### config.mk
export PLATFORM = sky130hd
export DESIGN_NAME = qar_sig_decode
export DESIGN_NICKNAME = d
export VERILOG_FILES = /design/src/rtl/qar_sig_decode.sv
export SDC_FILE = /design/constraint.sdc
export NUM_CORES = 1
export LEC_CHECK = 0
export BUFFER_PORTS_ARGS = -buffer_cell sky130_fd_sc_hd__buf_4
export CAP_MARGIN = 25
export CELL_PAD_IN_SITES_DETAIL_PLACEMENT = 0
export CELL_PAD_IN_SITES_GLOBAL_PLACEMENT = 1
export CORE_MARGIN = 2
export CORE_UTILIZATION = 24
export DETAILED_ROUTE_END_ITERATION = 6
export GPL_TIMING_DRIVEN = 0
export PLACE_DENSITY_LB_ADDON = 0.3
export SYNTH_ARGS = -nofsm -noshare
export SYNTH_HDL_FRONTEND = slang
export SYNTH_SLANG_ARGS = --single-unit
### constraint.sdc
create_clock -name vclk -period 3.5
set_input_delay 0.7 -clock vclk [all_inputs]
set_output_delay 0.7 -clock vclk [all_outputs]
set_load 0.02 [all_outputs]
### src/rtl/qar_sig_decode.sv
// Combinational decode of a bus address into a signature-window hit and word index.
module qar_sig_decode #(
  parameter int                ADDR_W     = 32,
  parameter logic [ADDR_W-1:0] SIG_BASE   = 32'h0000_0010,
  parameter int                NUM_CHECKS = 4
) (
  input  logic [ADDR_W-1:0] i_addr,
  output logic              o_hit,
  output logic [3:0]        o_index
);

  logic [ADDR_W-1:0] w_off;

  // Addresses below SIG_BASE wrap to large offsets and fall outside the window.
  assign w_off   = i_addr - SIG_BASE;
  assign o_hit   = (i_addr[1:0] == 2'b00) && (w_off < ADDR_W'(NUM_CHECKS * 4));
  assign o_index = w_off[5:2];

endmodule

==> summary.md <==
| Metric | Value |
|---|---|
| Sequential area share after synthesis | 0 |
| Max Fclk | about 0.33 GHz |
| Register area | 0 sq um |
| DR iter-0 viols | 4 |
| Vias in the first global route | ~470 |
| Final cell count without fillers | about 100 |
| Synthesis Warnings | 0 |
| Diodes inserted | 0 |
| Gr usage total | 0.1295 |
| Total negative slack | 0 ns |
| Largest net degree at the start of global routing | 6 |
| Final setup fails | 0 |
| Synth top area cells | nor2_1, ha_1, nor4_1, nor4b_4, mux2i_1 |
| CP endpoint kind | primary output |
| Die area | 1735 sq um |
| Row cnt | 13 |
| Min-delay worst type | input port to primary output |
| Synth Net Count | 85 |
| Synth Area per Inst | 6.673 sq um |
| Total core area | 1318 sq um |
| First-pass GRT wire length | approximately 1900 microns |
| Initial antenna violation count | 0 |
| Gr ovfl total | 0 |
| Design area | 621.8 sq um |
| Minimum clock period | approximately 3.1 ns |
| # port buffers | 35 |
| Final ANT Viol Nets | 0 |
| Postcts setup bufs | 0 |
| Vias | ~500 |
| Vias/cell | ~4.9 |
| Worst slew margin | 0.7904 |
| Arr. time, crit path | approximately 2.4 ns |
| CLK BUF | 0 |
| Slew @ Worst Pin | 0.3131 ns |
| DR WL/cell | around 11 microns |
| Mapped cell area | between 300 and 400 sq um |
| Setup crit start kind | input port |
| Initial core utilization | 0.2583 |
| Drt pass-1 iters | 4 |
| Chip width | ~42 microns |
| Max-Cap Viols | 0 |
| Crit path kind | input port to primary output |
| Mapped Cells | about 50 |
| Placed cell count | between 100 and 150 |
| Drc violations | 0 |
| CP Data Required Time | 2.80 ns |
| Hold-fix buffers at CTS | 0 |
| Top-count cell post-synth | nor2_1 |
| Height of the die | roughly 42 microns |
| Nets | around 120 |
| Lkg Pwr | 0.2784 nW |
| Unique masters post-synth | 26 |
| Final hold vios | 0 |
| Drt total wl | between 1000 and 1500 microns |
| Layout area overhead | 82.72% |
| Place WS | 0.4188 ns |
| Seq_cells | 0 |
| I/O pin cnt | 37 |
| Share of cells above drive strength 1 | 0.5116 |
| PwrDens | ~94 nW/um^2 |
| CTS resizes | 0 |
| RSZ-0062 raised after global routing | false |
| Pins over their slew limit | 0 |
| Hpwl dp | between 900 and 1000 microns |
| Placer Congestion | just under 0.7 |
| Yosys top cell by area | nor2_1 |
| Placed inst area | between 600 and 700 sq um |
| Top cell type's share of synthesized area | 0.07721 |
| Final worst slack | around 0.43 ns |
| Fin crit share | 0.8758 |
| Outcome | completed |
| Synth top cells by count | nor2_1, nand2_1, nor4_1 |
| Peak VDD IR | between 0.03 and 0.04 mV |
| Crit path max fanout | 4 |
[worst max-delay path, cell delays in order]
cell and delay (ns):
buf_4 0.12, inv_1 0.07, ha_1 0.22, nor4b_4 0.32, nand3_2 0.14, or4_1 0.42
a21oi_1 0.16, nor4_1 0.07, buf_4 0.16
[cell usage in the layout (no fill, tap or decap), types with 2 or more instances in the layout]
master / n
buf_4: 37
nor2_1: 7
nand2_1: 5
nor4_1: 4
inv_1: 3
nor3_1: 3
a21oi_1: 3
nand4_1: 2
or4_1: 2
mux2i_1: 2
o21ai_0: 2
ha_1: 2
[report_power, final]
group | leakage [nW] | switching (W) | total [W] | internal (W)
Sequential | 0 | 0 | 0 | 0
Combinational | 0.278 | 0.0000241 | 0.0000585 | 0.0000345
Clock | 0 | 0 | 0 | 0
Total | 0.278 | 0.0000241 | 0.0000585 | 0.0000345
[logic make-up (layout without fill, tap and decap cells)]
kind of cell	count (synthesis)	after routing	synth area share
buffers and inverters	5	40	0.07719
muxes	2	2	0.05883
and+or+nand+nor	34	34	0.6508
adders and majority gates	2	2	0.07352
AOI/OAI and AO/OA	8	8	0.1397
[final cells by class]
type                       count  area, sq um
tap                           15        18.77
inverter                       3        11.26
fill                         145        695.7
timing repair buffer          35        262.8
multi-input combinational     46        314.1
buffer                         2        15.01
[final timing paths]
kind	from	to	slack (ns)	depth (start not counted)
setup / recovery	i_addr[4]	o_hit	0.43	9
hold / removal	i_addr[2]	o_index[0]	1.60	2
[layer usage]
metal / wire (microns) / share of wire / global-route usage
met5: 0 / 0 / 0
met4: 0 / 0 / 0
met3: 55 / 0.050 / 0.008696
met2: 529 / 0.48 / 0.2250
met1: 510 / 0.47 / 0.1844
[stage by stage]
stage / hold slack (ns) / utilization / power, W
floorplan: 1.486 / - / 0.00002008
global placement: 1.597 / 0.4720 / 0.00005815
detailed placement: 1.598 / 0.4720 / 0.00005881
CTS: 1.598 / 0.4720 / 0.00005906
global route: 1.603 / 0.4720 / 0.00006497
finish: 1.597 / 0.4720 / 0.00005851
(Power assumes the default switching activity.)
